`config.mk`:
```
export PLATFORM = sky130hd
export DESIGN_NAME = xor_reduce_unit
export DESIGN_NICKNAME = d
export VERILOG_FILES = /design/src/rtl/xor_reduce_unit.sv
export SDC_FILE = /design/constraint.sdc
export NUM_CORES = 1
export LEC_CHECK = 0
export BUFFER_PORTS_ARGS = -buffer_cell sky130_fd_sc_hd__buf_2
export CAP_MARGIN = 20
export CORE_AREA = 2 2 424 426
export CTS_CLUSTER_SIZE = 12
export DETAILED_ROUTE_END_ITERATION = 6
export DIE_AREA = 0 0 426 428
export GPL_TIMING_DRIVEN = 0
export PLACE_DENSITY_LB_ADDON = 0.15
export REMOVE_ABC_BUFFERS = 1
export SLEW_MARGIN = 20
export SYNTH_ARGS = -nofsm -noshare
export SYNTH_HDL_FRONTEND = slang
export SYNTH_SLANG_ARGS = --single-unit
```
`constraint.sdc`:
```
create_clock -name clk -period 2 [get_ports clk]
set_input_delay 0.4 -clock clk [delete_from_list [all_inputs] [get_ports clk]]
set_output_delay 0.4 -clock clk [all_outputs]
set_load 0.01 [all_outputs]
```
`src/rtl/xor_reduce_unit.sv`:
```
// xor_reduce_unit: reduces 20 five-byte groups of an 800-bit XOR bus to one
// byte each through a 2-stage pipelined XOR tree with valid/ready handshakes.
// Emits the raw 160-bit result, the compacted 128-bit AES state (pad groups
// 4/9/14/19 dropped), and tracks AES round progress for out_last.
// Optional pad-violation check is built when XOR_PAD_CHECK_EN is defined.
module xor_reduce_unit #(
  parameter int unsigned NUM_ROUNDS = 10,
  parameter int unsigned BUS_W      = 800
) (
  input  logic             clk,
  input  logic             rst_n,
  input  logic             in_valid,
  output logic             in_ready,
  input  logic [BUS_W-1:0] in_data,
  input  logic             in_mode,
  output logic             out_valid,
  input  logic             out_ready,
  output logic [159:0]     out_raw,
  output logic [127:0]     out_state,
  output logic             out_mode,
  output logic             out_last,
  output logic             pad_err
);

  if (BUS_W != 800) begin : g_bad_bus_w
    $error("xor_reduce_unit: BUS_W must be 800");
  end
  if (NUM_ROUNDS < 1 || NUM_ROUNDS > 15) begin : g_bad_rounds
    $error("xor_reduce_unit: NUM_ROUNDS must be in 1..15");
  end

  localparam logic [3:0] LAST_RND = 4'(NUM_ROUNDS - 1);

  logic         v1_q, v2_q;
  logic         mode1_q, mode2_q;
  logic [159:0] p_q, q_q, p_d, q_d;
  logic [159:0] raw_q;
  logic [3:0]   rnd_cnt_q, rnd_cnt_d;
  logic         adv2, accept, emit;

  assign adv2     = !v2_q || out_ready;
  assign in_ready = !v1_q || adv2;
  assign accept   = in_valid && in_ready;
  assign emit     = v2_q && out_ready;

  // First-level XOR terms: three MixColumns bytes, then the remaining two.
  always_comb begin
    p_d = '0;
    q_d = '0;
    for (int unsigned g = 0; g < 20; g++) begin
      p_d[159-8*g -: 8] = in_data[799-40*g -: 8] ^ in_data[791-40*g -: 8]
                        ^ in_data[783-40*g -: 8];
      q_d[159-8*g -: 8] = in_data[775-40*g -: 8] ^ in_data[767-40*g -: 8];
    end
  end

  // Stage 1 register: loads whenever it can hand its content forward.
  always_ff @(posedge clk) begin
    if (!rst_n) begin
      v1_q    <= 1'b0;
      mode1_q <= 1'b0;
      p_q     <= '0;
      q_q     <= '0;
    end else if (in_ready) begin
      v1_q <= in_valid;
      if (in_valid) begin
        mode1_q <= in_mode;
        p_q     <= p_d;
        q_q     <= q_d;
      end
    end
  end

  // Stage 2 register: final XOR, held stable while downstream stalls.
  always_ff @(posedge clk) begin
    if (!rst_n) begin
      v2_q    <= 1'b0;
      mode2_q <= 1'b0;
      raw_q   <= '0;
    end else if (adv2) begin
      v2_q <= v1_q;
      if (v1_q) begin
        mode2_q <= mode1_q;
        raw_q   <= p_q ^ q_q;
      end
    end
  end

  // Round counter advances on every emitted AES beat, wrapping after the last round.
  always_comb begin
    rnd_cnt_d = rnd_cnt_q;
    if (emit && !mode2_q) begin
      rnd_cnt_d = (rnd_cnt_q == LAST_RND) ? 4'd0 : rnd_cnt_q + 4'd1;
    end
  end

  // Round counter register.
  always_ff @(posedge clk) begin
    if (!rst_n) rnd_cnt_q <= '0;
    else        rnd_cnt_q <= rnd_cnt_d;
  end

  // Compact the AES state: skip every fifth (pad) group.
  always_comb begin
    out_state = '0;
    for (int unsigned i = 0; i < 16; i++) begin
      out_state[127-8*i -: 8] = raw_q[159-8*(i + i/4) -: 8];
    end
  end

  assign out_valid = v2_q;
  assign out_raw   = raw_q;
  assign out_mode  = mode2_q;
  assign out_last  = v2_q && !mode2_q && (rnd_cnt_q == LAST_RND);

`ifdef XOR_PAD_CHECK_EN
  logic pad_err_q, pad_err_d, pad_hit;

  assign pad_hit = (|in_data[639:600]) || (|in_data[439:400])
                || (|in_data[239:200]) || (|in_data[39:0]);

  // Sticky flag: any accepted AES beat carrying a nonzero pad group.
  always_comb begin
    pad_err_d = pad_err_q;
    if (accept && !in_mode && pad_hit) pad_err_d = 1'b1;
  end

  // Pad error register, cleared only by reset.
  always_ff @(posedge clk) begin
    if (!rst_n) pad_err_q <= 1'b0;
    else        pad_err_q <= pad_err_d;
  end

  assign pad_err = pad_err_q;
`else
  logic unused_accept;
  assign unused_accept = accept;
  assign pad_err       = 1'b0;
`endif

endmodule

```
==> reports/metrics.cfg <==
[timing]
skew_ns = 0.02742
drv_slew = 0
finalCritPeriodShare = 1.025
min_period_ns = 2.049
tightest_slew_ns = 0.8089
max_freq_mhz = 488.0
hold_slack_ns = 0.07946
finalSetupViolCount = 27
timing.slew.headroom = 0.4569
setup_ws_ns = -0.04912
finalHoldViolCount = 0
finalSetupTns_ns = -0.3265
rsz0062_at_grt = yes

[cells_and_area]
area_delta_synth_final_pct = 50.64
drive_above_1_share = 0.4304
mostFrequentLayoutCells = buf_2, dfxtp_1, xnor2_1
nets = 4290
final_common_cell = buf_2
fillers = 19739
fin_area_um2 = 35930

[logic_synthesis]
ys_async_sr_fraction = 0
ys.flop_type = dfxtp_1
synthCells = 2450
ys_ff_latch = 488
synth-edff-count = 0
synth_top_family_by_area = compound AO/OA/AOI/OAI gates
syn_area_per_cell_um2 = 9.734
synth_adder_area_share = 0
synth_cell_type_count = 34
yosysSeqAreaShare = 0.4096
synth-xor-area-share = 0.2354
synth.area.mux_share = 0
syn-cell-area_um2 = 23850
synth-simple-area-share = 0.03053
yosysWarnings = 0
synth_compound_area_frac = 0.2382

[placement]
place_area_um2 = 31440
io_buffers = 1096
dp_hpwl_mm = 95.54
gp_congestion = 0.8829

[critical_path]
critical_path.max_fanout = 3
end_kind = primary output
cp.arrival_ns = 1.65
path_class = reg -> out
start_kind = flip-flop
crit_required_ns = 1.60

[floorplan]
io_pins = 1098
coreArea_um2 = 177600
initial_utilization = 0.1343
rows = 155
dieArea_um2 = 182300
dieWidth_um = 426
die_y_um = 428

[grt]
overflow = 0
grt_pass1_wl_mm = 178.0
grt_pass1_vias = 21766
track_usage = 0.1392
grt_max_degree = 98
antenna_found_initial = 14

[drt]
drt-initial-drc-count = 906
routed_wl_mm = 135.3
avgRoutedWirePerCell_um = 22.95
vias_per_cell = 3.701
drt_first_pass_iters = 5
drc = 0
ant_nets = 0
num_vias = 21816

[clock_network]
clkSinkCount = 488
cts.clk_slew.worst_paths_ns = 0.06
insertion_delay_ns = 0.64
cts_root_buf = clkbuf_16
htreeDepth = 3
cts_tree = done
cts_max_path_buffers = 3
numCtsBuffers = 70

[status]
status = finished with violations
violations = negative setup slack

[pwr]
switchingPower_mw = 9.211
leakagePower_nw = 14.26
finalPower_mw = 30.28
peakVddDrop_mv = 0.4394
seq_power_share = 0.371
power.internal_mw = 21.06
combPwrFrac = 0.214
switching_share = 0.3042
p_clk_frac = 0.415
powerDensity_nw_per_um2 = 842.7

[run]
drv_cap = 0

[hold_path]
hold_path_class = in -> reg

timing repair:
item	4_1_cts	5_1_grt
endpoints found under the hold margin	51	0
pin swaps	7	4
hold buffers	67	0
buffers inserted	30	27
endpoints found under the setup margin	475	301
gates resized for setup	71	18
cloned	19	10
cells in the mapped netlist (all sizes together), types with 2 or more instances:
library cell,instances,area (um2)
dfxtp,488,9769
xnor2,480,4204
a21oi,326,1894
a211oi,320,2753
buf,236,1700
nand2,161,604.3
xor2,161,1410
o22ai,160,1001
clkbuf,88,330.3
inv,6,22.52
nand3,3,20.02
nor2,3,13.77
nor2b,3,18.77
o21ai,3,15.01
and3b,2,21.27
or3,2,12.51
kinds of logic (layout without fill, tap and decap cells):
group / Yosys count / count (layout)
other cells: 1 / 5
simple gates: 179 / 180
compound gates: 811 / 811
xor+xnor: 641 / 641
flops: 488 / 488
buf+inv: 330 / 1415
area by class of cell:
| class | count | area [um2] | area share |
|---|---|---|---|
| Timing Repair Buffer | 1285 | 8544 | 0.2378 |
| Timing Repair inverter | 1 | 8.758 | 0.0002438 |
| Clock inverter | 22 | 255.2 | 0.007105 |
| Sequential cell | 488 | 9777 | 0.2721 |
| Multi-Input combinational cell | 1633 | 12310 | 0.3426 |
| Clock buffer | 101 | 2029 | 0.05649 |
| Tap cell | 2355 | 2947 | 0.08202 |
| Inverter | 6 | 46.29 | 0.001289 |
| Antenna cell | 4 | 10.01 | 0.0002786 |
flip-flops by register name, indices dropped and copies added (netlist names):
signal,count
q_q,160
p_q,160
v1_q,1
mode1_q,1
out_raw,160
rnd_cnt_q,4
out_mode,1
out_valid,1
worst paths after layout:
check | start | endpoint | slack (ns) | cells past startpoint
max | out_valid | in_ready | -0.05 | 4
min | in_data[790] | p_q[158] | 0.08 | 3
max reg2reg | out_valid | q_q[81] | -0.04 | 10
min reg2reg | mode1_q | out_mode | 0.46 | 2
power by group through the flow:
stage                     sequential (mW)  clock, mW  combinational (mW)
after floorplan                      11.5          0                2.71
after global placement               11.5          0                5.94
after detailed placement             11.5          0                6.05
after CTS                            11.2       13.2                6.58
after global routing                 11.3       13.5                7.02
final                                11.2       12.6                6.47
worst max-delay path: stages, from the launching register on:
cell     delay [ns]
dfxtp_4        0.36
and3b_4        0.28
inv_16         0.06
buf_16         0.15
buf_6          0.13
layer usage:
metal	vias up	share of wire	track usage
met1	10526	0.42	0.1700
met2	587	0.50	0.2423
met4	10	0.020	0.03169
li1	10570	-	-
met3	123	0.057	0.03514
met5	-	0.0016	0.005820
through the flow:
stage	instances	utilization	setup WS [ns]
after CTS	5860	0.2000	-0.2965
final	5895	0.2022	-0.04912
after floorplan	2126	-	-8.145
after global routing	5892	0.2022	-0.1450
after global placement	5577	0.1703	-19.42
after detailed placement	5622	0.1770	-1.814
Power figures use the tool's default switching activity.
